--- config.mk ---
export PLATFORM = sky130hd
export DESIGN_NAME = stack_seq
export DESIGN_NICKNAME = d
export VERILOG_FILES = /design/src/rtl/stack_pkg.sv /design/src/rtl/stack_seq.sv
export SDC_FILE = /design/constraint.sdc
export NUM_CORES = 1
export LEC_CHECK = 0
export CORE_MARGIN = 10
export CORE_UTILIZATION = 43
export CTS_CLUSTER_DIAMETER = 50
export DETAILED_ROUTE_END_ITERATION = 10
export PLACE_DENSITY = 0.81
export SETUP_SLACK_MARGIN = 0.05
export SLEW_MARGIN = 20
export SYNTH_ARGS = -nofsm -noshare
export SYNTH_HDL_FRONTEND = slang
export SYNTH_SLANG_ARGS = --single-unit
export TNS_END_PERCENT = 30
--- constraint.sdc ---
create_clock -name clk -period 2.5 [get_ports clk]
set_input_delay 0.5 -clock clk [delete_from_list [all_inputs] [get_ports clk]]
set_output_delay 0.5 -clock clk [all_outputs]
set_load 0.02 [all_outputs]
--- src/rtl/stack_pkg.sv ---
// rtl/stack_pkg.sv - shared types and constants for the stack sequencer
package stack_pkg;

    // Sequencer states
    typedef enum logic [2:0] {
        ST_IDLE     = 3'd0,
        ST_PUSH     = 3'd1,
        ST_PULL_INC = 3'd2,
        ST_PULL_RD  = 3'd3,
        ST_PULL_CAP = 3'd4,
        ST_DONE     = 3'd5
    } state_t;

    // Default high address byte of every stack access
    localparam logic [7:0] STACK_PAGE_DEFAULT = 8'h01;

    // Select byte k of a 24-bit word
    function automatic logic [7:0] sel_byte(input logic [23:0] d, input logic [1:0] k);
        logic [7:0] b;
        case (k)
            2'd0:    b = d[7:0];
            2'd1:    b = d[15:8];
            2'd2:    b = d[23:16];
            default: b = 8'h00;
        endcase
        return b;
    endfunction

endpackage

--- src/rtl/stack_seq.sv ---
// rtl/stack_seq.sv - multi-byte push/pull sequencer driving an external stack pointer
//
// Ports:
//   clk, rst_n               clock, asynchronous active-low reset
//   req_valid/req_ready      request handshake (ready only in IDLE)
//   req_pull, req_count      direction (1 = pull) and byte count 0..3
//   push_data                bytes to push, byte count-1 written first
//   pull_data                pulled bytes, first pulled byte in [7:0]
//   done                     one-cycle completion pulse
//   txs_valid, txs_data      direct S load, honoured only in IDLE without a request
//   sp_q                     current S from the stack-pointer register
//   sp_in, sp_inc, sp_dec, sp_load  stack-pointer register data and controls
//   mem_addr, mem_we, mem_re, mem_wdata, mem_rdata  byte bus, read data one cycle after mem_re
module stack_seq
    import stack_pkg::*;
#(
    parameter logic [7:0] STACK_PAGE = STACK_PAGE_DEFAULT
) (
    input  logic        clk,
    input  logic        rst_n,
    input  logic        req_valid,
    output logic        req_ready,
    input  logic        req_pull,
    input  logic [1:0]  req_count,
    input  logic [23:0] push_data,
    output logic [23:0] pull_data,
    output logic        done,
    input  logic        txs_valid,
    input  logic [7:0]  txs_data,
    input  logic [7:0]  sp_q,
    output logic [7:0]  sp_in,
    output logic        sp_inc,
    output logic        sp_dec,
    output logic        sp_load,
    output logic [15:0] mem_addr,
    output logic        mem_we,
    output logic        mem_re,
    output logic [7:0]  mem_wdata,
    input  logic [7:0]  mem_rdata
);

    state_t      r_state;
    state_t      w_next;
    logic [1:0]  r_count;
    logic [1:0]  r_idx;
    logic [23:0] r_push_data;
    logic [23:0] r_pull_data;
    logic        w_accept;
    logic        w_capture;
    logic [1:0]  w_cap_idx;

    assign w_accept  = req_valid && (r_state == ST_IDLE);
    // Read data returns one cycle after PULL_RD; r_idx has already advanced past that byte.
    assign w_capture = ((r_state == ST_PULL_INC) && (r_idx != 2'd0)) || (r_state == ST_PULL_CAP);
    assign w_cap_idx = r_idx - 2'd1;

    always_comb begin
        w_next    = r_state;
        req_ready = 1'b0;
        done      = 1'b0;
        sp_inc    = 1'b0;
        sp_dec    = 1'b0;
        sp_load   = 1'b0;
        mem_we    = 1'b0;
        mem_re    = 1'b0;
        mem_wdata = 8'h00;
        case (r_state)
            ST_IDLE: begin
                req_ready = 1'b1;
                if (req_valid) begin
                    if (req_count == 2'd0)
                        w_next = ST_DONE;
                    else if (req_pull)
                        w_next = ST_PULL_INC;
                    else
                        w_next = ST_PUSH;
                end else if (txs_valid && rst_n) begin
                    // Gated by rst_n so no load strobe leaks out while reset is held
                    sp_load = 1'b1;
                end
            end
            ST_PUSH: begin
                mem_we    = 1'b1;
                sp_dec    = 1'b1;
                mem_wdata = sel_byte(r_push_data, r_idx);
                if (r_idx == 2'd0)
                    w_next = ST_DONE;
            end
            ST_PULL_INC: begin
                sp_inc = 1'b1;
                w_next = ST_PULL_RD;
            end
            ST_PULL_RD: begin
                mem_re = 1'b1;
                w_next = (r_idx == r_count - 2'd1) ? ST_PULL_CAP : ST_PULL_INC;
            end
            ST_PULL_CAP: begin
                w_next = ST_DONE;
            end
            ST_DONE: begin
                done   = 1'b1;
                w_next = ST_IDLE;
            end
            default: begin
                w_next = ST_IDLE;
            end
        endcase
        sp_in    = sp_load ? txs_data : sp_q;
        mem_addr = (mem_we || mem_re) ? {STACK_PAGE, sp_q} : 16'h0000;
    end

    always_ff @(posedge clk or negedge rst_n) begin
        if (!rst_n) begin
            r_state     <= ST_IDLE;
            r_count     <= 2'd0;
            r_idx       <= 2'd0;
            r_push_data <= 24'h000000;
            r_pull_data <= 24'h000000;
        end else begin
            r_state <= w_next;
            if (w_accept) begin
                r_count     <= req_count;
                r_push_data <= push_data;
                // Push walks bytes downward, pull walks upward from 0
                r_idx       <= req_pull ? 2'd0 : (req_count - 2'd1);
                if (req_pull)
                    r_pull_data <= 24'h000000;
            end else begin
                if (r_state == ST_PUSH)
                    r_idx <= r_idx - 2'd1;
                if (r_state == ST_PULL_RD)
                    r_idx <= r_idx + 2'd1;
                if (w_capture)
                    r_pull_data[{w_cap_idx, 3'b000} +: 8] <= mem_rdata;
            end
        end
    end

    assign pull_data = r_pull_data;

endmodule
**Word level (Yosys, flattened, before mapping)**

Index checks and enable logic that the tools add are counted.

- Register bits after elaboration: 55
- Input port bits: 55
- Logic and storage cells: 62

- Add/subtract/negate cells: 5
- Equal/unequal tests: 11
- Shift-type cells: 2
- Multiplexer cells: 26
- Reductions and logical operators: 13

Operators with widths:

| cell | number |
|---|---|
| two-way mux 24 bit | 3 |
| bitwise mux 24 bit | 1 |
| case mux 8 bit (3 select lines) | 1 |
| variable shift 8 x 7 -> 24 bit, first input constant | 1 |
| variable part select 8 x 7 -> 24 bit | 1 |
| two-way mux 8 bit | 2 |
| case mux 3 bit (5 select lines) | 1 |
| two-way mux 3 bit | 4 |
| two-way mux 2 bit | 5 |
| two-way mux 9 bit | 1 |
| two-way mux 1 bit | 8 |
| negator 5 -> 7 bit | 1 |
| equality test 3 x 2 -> 1 bit, second input constant | 2 |
| equality test 3 bit, second input constant | 2 |
| != test 2 bit, second input constant | 3 |
| subtractor 2 x 1 -> 2 bit, second input constant | 3 |
| logical NOT 2 bit | 2 |
| AND reduction 2 bit | 2 |
| nonzero test 2 bit | 2 |
| equality test 3 x 1 -> 1 bit, second input constant | 1 |
| logical AND 1 bit | 3 |
| logical NOT 3 bit | 1 |
| nonzero test 3 bit | 1 |
| adder 2 x 1 -> 2 bit, second input constant | 1 |
| other kinds (4) | 5 |

**Logic depth before layout (Yosys ltp)**

- Word-level depth: 6
- Depth in mapped cells: 7
- Mapped depth without buffers: 5

**Worst setup path before layout**

OpenSTA, ideal clock, no wires.

- Path type: register to output
- Start point: register r_state[2]
- End point: output sp_in[0]
- Arrival: 1.992 ns
- Required time: 2.000 ns
- Setup slack: 0.008 ns
- Stages on the path, launching flop included: 6
- Path buffers: 2
- Path through: dfrtp_1 -> buf_4 -> nor3_1 -> and4b_1 -> buf_4 -> mux2_2

- Longest elaborated chain between the ends: 3

Ends and longest elaborated chain:

| item | line | source |
|---|---|---|
| start, declared | stack_seq.sv:42 | `state_t r_state;` |
| start signal, assigned | stack_seq.sv:120 | `r_state <= w_next;` |
| logical NOT 3 bit | stack_seq.sv:67 | `case (r_state)` |
| two-way mux 1 bit | stack_seq.sv:67 |  |
| named net sp_load | stack_seq.sv:34 | `output logic sp_load,` |
| two-way mux 8 bit | stack_seq.sv:108 | `sp_in = sp_load ? txs_data : sp_q;` |
| end, declared | stack_seq.sv:31 | `output logic [7:0] sp_in,` |

The timed path passes the listed nets, and every way through them passes these cells.

**Final worst setup path**

- Start point: input req_valid
- End point: output sp_in[7]

- Longest elaborated chain between the ends: 3

Ends and longest elaborated chain:

| item | line | source |
|---|---|---|
| start, declared | stack_seq.sv:21 | `input logic req_valid,` |
| two-way mux 1 bit | stack_seq.sv:70 | `if (req_valid) begin` |
| two-way mux 1 bit | stack_seq.sv:67 |  |
| two-way mux 8 bit | stack_seq.sv:108 |  |

Every way passes these cells.

==> flow_summary.yaml <==
run_status:
  outcome: "complete, no violations"
global_routing:
  grt_pass1_vias: 2517
  gr-usage-all-layers: 0.1602
  grt_max_degree: 56
  grt.overflow.total: 0
  grt_pass1_wl_mm: 13.38
  antenna_found_initial: 0
setup_path:
  crit_chain: "clkdlybuf4s50_1, and4b_1, buf_6, mux2_2, clkdlybuf4s15_2"
  required_ns: 2.00
  r2r_start: "r_idx[0]"
  start_kind: "input pin"
  r2r_end: "pull_data[11]"
  slowest_stage: "clkdlybuf4s50_1"
  critPathKind: "in2out"
  cpLargestDelayFamily: "buffers and inverters"
  reg2reg_depth: 5
  critPathArrivalTime_ns: 1.94
  crit_path_max_fanout: 9
  crit_buf_inv: 3
  r2r_slack_ns: 0.33
  max_stage_delay_ns: 0.43
  endpoint_kind: "primary output"
sta:
  relSlewSlack: 0.3902
  period_share: 0.9748
  final_hold_viol_count: 0
  holdWs_ns: 0.3092
  tightest_slew_ns: 0.9076
  rsz0062_at_grt: "yes"
  fin_skew_ns: 0.01091
  setup_viol: 0
  fin_crit_ns: 2.437
  max_freq_ghz: 0.4104
  report.final.slew_viol_count: 0
detailed_routing:
  vias: 2580
  drc: 0
  wl_per_cell_um: 17.88
  ant_nets: 0
  dr.pass1.iters: 5
  drt_wl_total_mm: 8.527
  drt_iter0_drc: 188
  viasPerCell: 5.409
yosys:
  yosysSeqAreaShare: 0.4885
  syn_avg_cell_area_um2: 9.992
  synthArstFlopShare: 1.000
  yosys_warnings: 0
  synth_top_area_share: 0.4885
  ys_top_cells_by_area: "dfrtp_1 (49%), nand2_1 (10%), a32o_1 (5.7%), mux2_2 (3.2%), ha_1 (3.1%)"
  yosysUniqueCellTypes: 43
  ys_dominant_reg_cell: "dfrtp_1"
  synth_most_common_cell: "nand2_1"
  syn_area_um2: 2818
  synth_area_leader_cell: "dfrtp_1"
  syn_inst: 282
  synth-edff-count: 0
  synth-seq-cells: 55
  synth_top_cells_by_count: "nand2_1 (76), dfrtp_1 (55), a32o_1 (16)"
floorplanning:
  fp-row-count: 29
  ioPinCount: 118
  die-area_um2: 10190
  start_util: 0.4437
  die_h_um: 101.0
  coreArea_um2: 6350
  die_w_um: 101.0
placed_design:
  placed_cells: 463
  dp_hpwl_mm: 6.443
  gp_congestion: 0.8605
  io_buffer_count: 110
clocking:
  clkTransAtPathRegs_ns: 0.10
  cts_tree: "built"
  clock-sinks: 55
  htree_levels: 2
  clk_latency_ns: 0.32
  clockBufferDepth: 2
  numCtsBuffers: 5
  root_buffer: "clkbuf_8"
finish:
  instances_no_fill: 477
  fillers: 528
  syn2layout_area_growth_pct: 45.38
  layout.nets: 461
  drive_gt1_frac: 0.1525
  n_antenna_cell: 0
power:
  power_density_nw_per_um2: 1187
  ir_worst_vdd_mv: 0.5279
  leakagePower_nw: 1.923
  p_total_mw: 4.864
run:
  maxCapViolations: 0
hold_path:
  hp-class: "in2async"
[repair_timing]
item | CTS | global route
hold buffers | 0 | 0
resized for setup | 55 | 15
setup endpoints to repair | 27 | 12
hold endpoints to repair | 0 | 0
pin swaps | 2 | 4
buffers inserted | 0 | 6
[cell type report]
class                      count  area, µm²  area share
sequential                    55       1379      0.3366
inverter                       8      37.54    0.009163
clock inverter                 2      12.51    0.003054
clock buffer                   6      72.57     0.01772
multi-input combinational    200       1318      0.3216
timing repair buffer         129       1181      0.2883
tap                           77      96.34     0.02352
[through the flow]
stage	util	setup TNS, ns	setup slack (ns)	area (µm²)
6_report	0.6451	0	0.06306	4096
3_5_place_dp	0.6254	-2.056	-0.2895	3971
5_1_grt	0.6451	0	0.01330	4096
3_3_place_gp	0.6254	-1.567	-0.2023	3971
2_1_floorplan	-	0	0.2380	2845
4_1_cts	0.6343	0	0.05135	4028
[routing by layer]
metal	vias to the layer above	track usage	part of all wire
met4	0	0.04930	0.015
met5	-	0	0
li1	1205	-	-
met1	1248	0.2057	0.42
met2	115	0.2614	0.49
met3	12	0.03567	0.075
[layout by cell type, fill, tap and decap left out, types with 8 or more instances in the layout]
master,count
buf_2,8
nor2_1,13
nor2b_1,8
a32o_1,16
a22o_1,8
mux2_2,8
dfrtp_1,53
dlygate4sd2_1,14
nand2_1,76
clkdlybuf4s50_1,81
o21ai_0,8
a222oi_1,8
and2_1,8
buf_4,18
[logic make-up (layout without fill, tap and decap cells)]
group                      count (synthesis)  after routing  share of synthesized area
and+or+nand+nor                          122            122                     0.2007
AOI/OAI and AO/OA                         52             52                     0.1647
muxes                                      9              9                    0.03553
buffers and inverters                     33            145                    0.06883
xor gates and xnor gates                   3              3                   0.009327
other                                      1              7                   0.001331
DFF                                       55             55                     0.4885
adders and majority gates                  7              7                    0.03108
[registers in the layout (all words and copies together) (netlist names)]
name,cells
r_push_data,24
r_state,3
pull_data,24
r_count,2
r_idx,2
[worst max path at each step]
stage / start / slack [ns] / depth (start not counted) / end
after floorplan: r_state[2] / 0.24 / 5 / sp_in[0]
after global placement: req_valid / -0.20 / 5 / sp_in[0]
after detailed placement: req_valid / -0.29 / 5 / sp_in[0]
after CTS: r_state[0] / 0.05 / 5 / sp_in[7]
after global routing: r_state[0] / 0.01 / 5 / sp_in[7]
final: req_valid / 0.06 / 5 / sp_in[7]
[power breakdown]
part	switching (mW)	total, mW	internal [mW]
clock	0.288	0.484	0.197
combinational	1.54	2.82	1.28
sequential	0.260	1.56	1.30
(Power assumes the default switching activity.)
